`config.mk`:
```
export PLATFORM = sky130hd
export DESIGN_NAME = instr_fetch_unit
export DESIGN_NICKNAME = d
export VERILOG_FILES = /design/src/rtl/cpu_pkg.sv /design/src/rtl/fetch_pc_reg.sv /design/src/rtl/instr_fetch_unit.sv
export SDC_FILE = /design/constraint.sdc
export NUM_CORES = 1
export LEC_CHECK = 0
export CAP_MARGIN = 20
export CELL_PAD_IN_SITES_DETAIL_PLACEMENT = 1
export CELL_PAD_IN_SITES_GLOBAL_PLACEMENT = 1
export CORE_MARGIN = 4
export CORE_UTILIZATION = 30
export CTS_CLUSTER_SIZE = 28
export DETAILED_ROUTE_END_ITERATION = 6
export PLACE_DENSITY = 0.78
export SETUP_SLACK_MARGIN = 0.05
export SLEW_MARGIN = 25
export SYNTH_ARGS = -nofsm -noshare
export SYNTH_HDL_FRONTEND = slang
export SYNTH_SLANG_ARGS = --single-unit
export TNS_END_PERCENT = 100
```
`constraint.sdc`:
```
create_clock -name clk -period 2.7 [get_ports clk]
set_input_delay 0.54 -clock clk [delete_from_list [all_inputs] [get_ports clk]]
set_output_delay 0.54 -clock clk [all_outputs]
set_load 0.02 [all_outputs]
```
`src/rtl/cpu_pkg.sv`:
```
// rtl/cpu_pkg.sv - shared CPU constants, decode opcodes and fetch FSM state type
package cpu_pkg;

  localparam int OPCODE_W = 6;
  localparam int INSTR_W  = 32;
  localparam int PC_STEP  = 4;

  localparam logic [OPCODE_W-1:0] LOAD  = 6'b000010;
  localparam logic [OPCODE_W-1:0] STORE = 6'b000011;
  localparam logic [OPCODE_W-1:0] BEQ   = 6'b010100;
  localparam logic [OPCODE_W-1:0] BNE   = 6'b010101;

  typedef enum logic [1:0] {
    S_IDLE = 2'd0,
    S_REQ  = 2'd1,
    S_WAIT = 2'd2,
    S_HOLD = 2'd3
  } fetch_state_e;

endpackage

```
`src/rtl/fetch_pc_reg.sv`:
```
// rtl/fetch_pc_reg.sv - program counter with reset, word increment and redirect load
module fetch_pc_reg
  import cpu_pkg::*;
#(
  parameter int                ADDR_W   = 32,
  parameter logic [ADDR_W-1:0] RESET_PC = '0
) (
  input  logic              clk,
  input  logic              rst,
  input  logic              inc_en,
  input  logic              redirect_en,
  input  logic [ADDR_W-1:0] redirect_pc,
  output logic [ADDR_W-1:0] pc
);

  // Redirect beats increment; targets are forced onto a word boundary.
  always_ff @(posedge clk) begin
    if (rst) begin
      pc <= RESET_PC;
    end else if (redirect_en) begin
      pc <= {redirect_pc[ADDR_W-1:2], 2'b00};
    end else if (inc_en) begin
      pc <= pc + ADDR_W'(PC_STEP);
    end
  end

endmodule

```
`src/rtl/instr_fetch_unit.sv`:
```
// rtl/instr_fetch_unit.sv - single-outstanding instruction fetch with IR, redirect and kill
module instr_fetch_unit
  import cpu_pkg::*;
#(
  parameter int                ADDR_W   = 32,
  parameter int                INSTR_W  = cpu_pkg::INSTR_W,
  parameter logic [ADDR_W-1:0] RESET_PC = '0
) (
  input  logic                clk,
  input  logic                rst,
  output logic                imem_req_valid,
  input  logic                imem_req_ready,
  output logic [ADDR_W-1:0]   imem_addr,
  input  logic                imem_rsp_valid,
  input  logic [INSTR_W-1:0]  imem_rsp_data,
  output logic                if_valid,
  input  logic                if_ready,
  output logic [INSTR_W-1:0]  if_instr,
  output logic [OPCODE_W-1:0] if_opcode,
  output logic [ADDR_W-1:0]   if_pc,
  input  logic                redirect_valid,
  input  logic [ADDR_W-1:0]   redirect_pc
);

  fetch_state_e       state, state_next;
  logic               kill, kill_next;
  logic               pc_inc, ir_load;
  logic [ADDR_W-1:0]  pc;
  logic [INSTR_W-1:0] ir;
  logic [ADDR_W-1:0]  ir_pc;

  fetch_pc_reg #(
    .ADDR_W   (ADDR_W),
    .RESET_PC (RESET_PC)
  ) u_pc (
    .clk         (clk),
    .rst         (rst),
    .inc_en      (pc_inc),
    .redirect_en (redirect_valid),
    .redirect_pc (redirect_pc),
    .pc          (pc)
  );

  always_comb begin
    state_next = state;
    kill_next  = kill;
    pc_inc     = 1'b0;
    ir_load    = 1'b0;
    unique case (state)
      S_IDLE: state_next = S_REQ;
      S_REQ: begin
        if (imem_req_ready) begin
          state_next = S_WAIT;
          // The request just accepted carries the pre-redirect address.
          if (redirect_valid) kill_next = 1'b1;
        end
      end
      S_WAIT: begin
        if (imem_rsp_valid) begin
          kill_next = 1'b0;
          if (kill || redirect_valid) begin
            state_next = S_REQ;
          end else begin
            ir_load    = 1'b1;
            state_next = S_HOLD;
          end
        end else if (redirect_valid) begin
          kill_next = 1'b1;
        end
      end
      S_HOLD: begin
        if (redirect_valid) begin
          state_next = S_REQ;
        end else if (if_ready) begin
          pc_inc     = 1'b1;
          state_next = S_REQ;
        end
      end
      default: state_next = S_IDLE;
    endcase
  end

  always_ff @(posedge clk) begin
    if (rst) begin
      state <= S_IDLE;
      kill  <= 1'b0;
      ir    <= '0;
      ir_pc <= '0;
    end else begin
      state <= state_next;
      kill  <= kill_next;
      if (ir_load) begin
        ir    <= imem_rsp_data;
        ir_pc <= pc;
      end
    end
  end

  assign imem_req_valid = (state == S_REQ);
  assign imem_addr      = pc;
  assign if_valid       = (state == S_HOLD);
  assign if_instr       = ir;
  assign if_opcode      = ir[INSTR_W-1 -: OPCODE_W];
  assign if_pc          = ir_pc;

endmodule

```
==> results by group <==
Cells and area
  • Fin nets: 780
  • Commonest non-fill, non-tap cells in the layout: clkdlybuf4s50_1, nand2_1, dfxtp_1, a21oi_1, nor2_1
  • Fin cells: 891
  • Design area: 6467 sq um
  • Area Overhead vs Synth: 52.84%
  • Layout cells sized above 1: 8.298%
  • Most common library cell in the layout ignoring fill and taps: clkdlybuf4s50_1
  • Antenna diodes: 0
  • Filler cells: 1640

Clocking
  • CTS tree: built
  • PostCTS Resize Cnt: 0
  • Postcts setup bufs: 0
  • Hold buffer count at cts: 0
  • Clock sink total: 95
  • Bufs on Longest Clock Path: 2
  • Clk root buf: clkbuf_16
  • CTS Buf Count: 9
  • Clock transition at the registers of the reported paths: 0.07 ns
  • Latest clock arrival within the worst-skew pair: 0.35 ns
  • H-tree depth: 3

Route
  • Routed len/inst: 17.37 um
  • Drt initial violations: 189
  • Drc violations: 0
  • Vias: 4502
  • Vias per inst: 5.053
  • Antenna Nets Post-Route: 0
  • Routed WL: 15480 um
  • DRT Pass-1 Iters: 4

Die
  • Core area: 13830 sq um
  • Horiz. Die Dim: 126.8 um
  • # rows: 43
  • I/O pins: 174
  • Die ar.: 16070 sq um
  • Die Y-Extent: 126.8 um
  • Initial cell density of the core: 30.60%

Timing
  • Final setup violation count: 0
  • Unrepaired setup endpoints after global routing: no
  • Clock Skew: 0.006360 ns
  • FMAX: 422.1 MHz
  • Fin crit share: 87.74%
  • Crit path time final: 2.369 ns
  • Slew Viols, Final: 0
  • Worst relative slew slack: 64.32%
  • Worst-Margin Slew: 0.5352 ns
  • Slack of the critical path: 0.3311 ns
  • Final Hold Fails: 0
  • TNS Setup: 0 ns

Worst setup path
  • CP max FO: 6
  • Worst setup path class: reg2out
  • Worst reg-to-reg setup slack: 0.40 ns
  • Arr. time, crit path: 1.83 ns
  • Worst reg2reg path startpoint: state[1]
  • Critical Path End Type: output pin
  • Worst Setup SP: state[1]
  • Reg2Reg Depth: 6
  • Worst Setup EP: if_valid
  • CP startpoint kind: register
  • Crit path required time: 2.16 ns
  • Reg-to-Reg End: u_pc.pc[16]

Logic synthesis
  • Synth cell types: 48
  • Ys async rst share: 0%
  • Synthesized instance count: 540
  • Post-synth EDFFs: 0
  • Sequential area share after synthesis: 44.94%
  • Post-synth top flop: dfxtp_1
  • Seq cells post-synth: 95
  • Netlist Area Pre-Place: 4232 sq um
  • Syn Area/Cell: 7.836 sq um
  • Synth warn: 0

Power
  • Leakage dissipation: 0.002173 uW
  • VDD IR max: 0.2945 mV
  • Pwr/cell area: 506.9 nW/um^2
  • Switching share of power: 26.01%
  • Switch Pwr: 852.6 uW
  • Reg power frac: 46.0%
  • Clock network power share: 40.1%
  • Int Power: 2425 uW
  • Combinational share of power: 13.9%
  • Total Power: 3278 uW

Status
  • Status: finished, final reports clean

GRT
  • GRT overflow: 0
  • Initial antenna violation count: 0
  • Largest net degree at the start of global routing: 49
  • Vias in the first global route: 4801
  • First-pass GRT wire length: 24920 um
  • Gr usage total: 19.20%

Place
  • Placed cells: 875
  • Port Buffers: 167
  • DP HPWL: 11620 um
  • RD Place Congestion: 0.8340
  • Setup Slack @ Placement: 0.006740 ns
  • Area after DPL: 6160 sq um

Hold path
  • HP Class: reg2reg

Job
  • Max-cap viol count: 0
-- layout make-up --
cell class | count | area (sq um) | share of cell area (%)
Multi-Input combinational cell | 395 | 2103 | 32.52
Clock inverter | 6 | 68.82 | 1.064
Clock buffer | 10 | 239.0 | 3.695
Tap cell | 180 | 225.2 | 3.482
Timing Repair Buffer | 195 | 1892 | 29.25
Sequential cell | 95 | 1902 | 29.41
Inverter | 10 | 37.54 | 0.5804
-- synth_stat cells (2+ instances only) --
cell	instances	area, sq um
nor4_1	12	75.07
a2111oi_0	5	43.79
or3_1	2	12.51
a211o_1	2	17.52
ha_1	4	50.05
nand4_1	10	62.56
nand2_1	150	563.0
and4_1	6	52.55
or2_2	2	12.51
nor3b_1	4	30.03
nor2_1	32	120.1
o41ai_1	3	26.28
nor3_1	8	40.04
dfxtp_1	95	1902
a211oi_1	13	97.59
or3b_2	2	17.52
or4_1	5	37.54
nand3_1	12	60.06
and3_1	5	31.28
xnor2_1	8	70.07
o21ai_0	4	20.02
xor2_1	3	26.28
buf_1	4	15.01
clkbuf_1	28	105.1
a21oi_1	68	340.3
inv_1	10	37.54
a311oi_1	10	87.58
o31ai_1	4	30.03
buf_4	10	75.07
-- stage by stage --
step,hold slack [ns],utilization (%)
after global placement,0.4419,44.55
after floorplan,0.5004,-
after detailed placement,0.4496,44.55
after CTS,0.4594,46.77
after global routing,0.4808,46.77
final,0.4549,46.77
-- state kept, by name, summed over array words and instances (netlist names) --
register  cells
if_instr     32
if_pc        30
kill          1
state         2
u_pc.pc      30
-- layer usage --
layer / vias to the layer above / GRT usage [%] / share of wire, %
met1: 2150 / 23.36 / 44
met4: 0 / 6.877 / 1.8
met2: 118 / 34.28 / 49
met5: - / 0 / 0
met3: 19 / 2.905 / 4.6
li1: 2215 / - / -
-- how the worst min path moves through the flow --
stage | start | to | slack (ns) | cells after the start
6_report | if_instr[4] | if_instr[4] | 0.45 | 2
5_1_grt | if_pc[28] | if_pc[28] | 0.48 | 2
4_1_cts | if_instr[4] | if_instr[4] | 0.46 | 2
3_5_place_dp | if_instr[4] | if_instr[4] | 0.45 | 2
3_3_place_gp | if_instr[4] | if_instr[4] | 0.44 | 2
2_1_floorplan | kill | kill | 0.50 | 2
-- power groups by stage --
stage / Clock, uW / Sequential, uW / Combinational, uW
floorplan: 0 / 1570 / 152
global placement: 0 / 1540 / 445
detailed placement: 0 / 1540 / 457
CTS: 1350 / 1510 / 460
global route: 1410 / 1520 / 491
finish: 1310 / 1510 / 456
-- logic make-up after synthesis --
logic type	after synthesis	synth area share, %
AND/OR/NAND/NOR	261	28.74
AO/OA/AOI/OAI	113	16.50
flip-flops	95	44.94
buffers and inverters	53	5.766
XOR/XNOR	11	2.277
adder cells (fa/ha/maj)	4	1.183
multiplexers	2	0.5027
other	1	0.08862
-- critical path: stages (launching register included) --
cell and delay, ns:
dfxtp_1 0.39, ha_1 0.27, buf_4 0.19, clkdlybuf4s50_1 0.64
(Power assumes the default switching activity.)
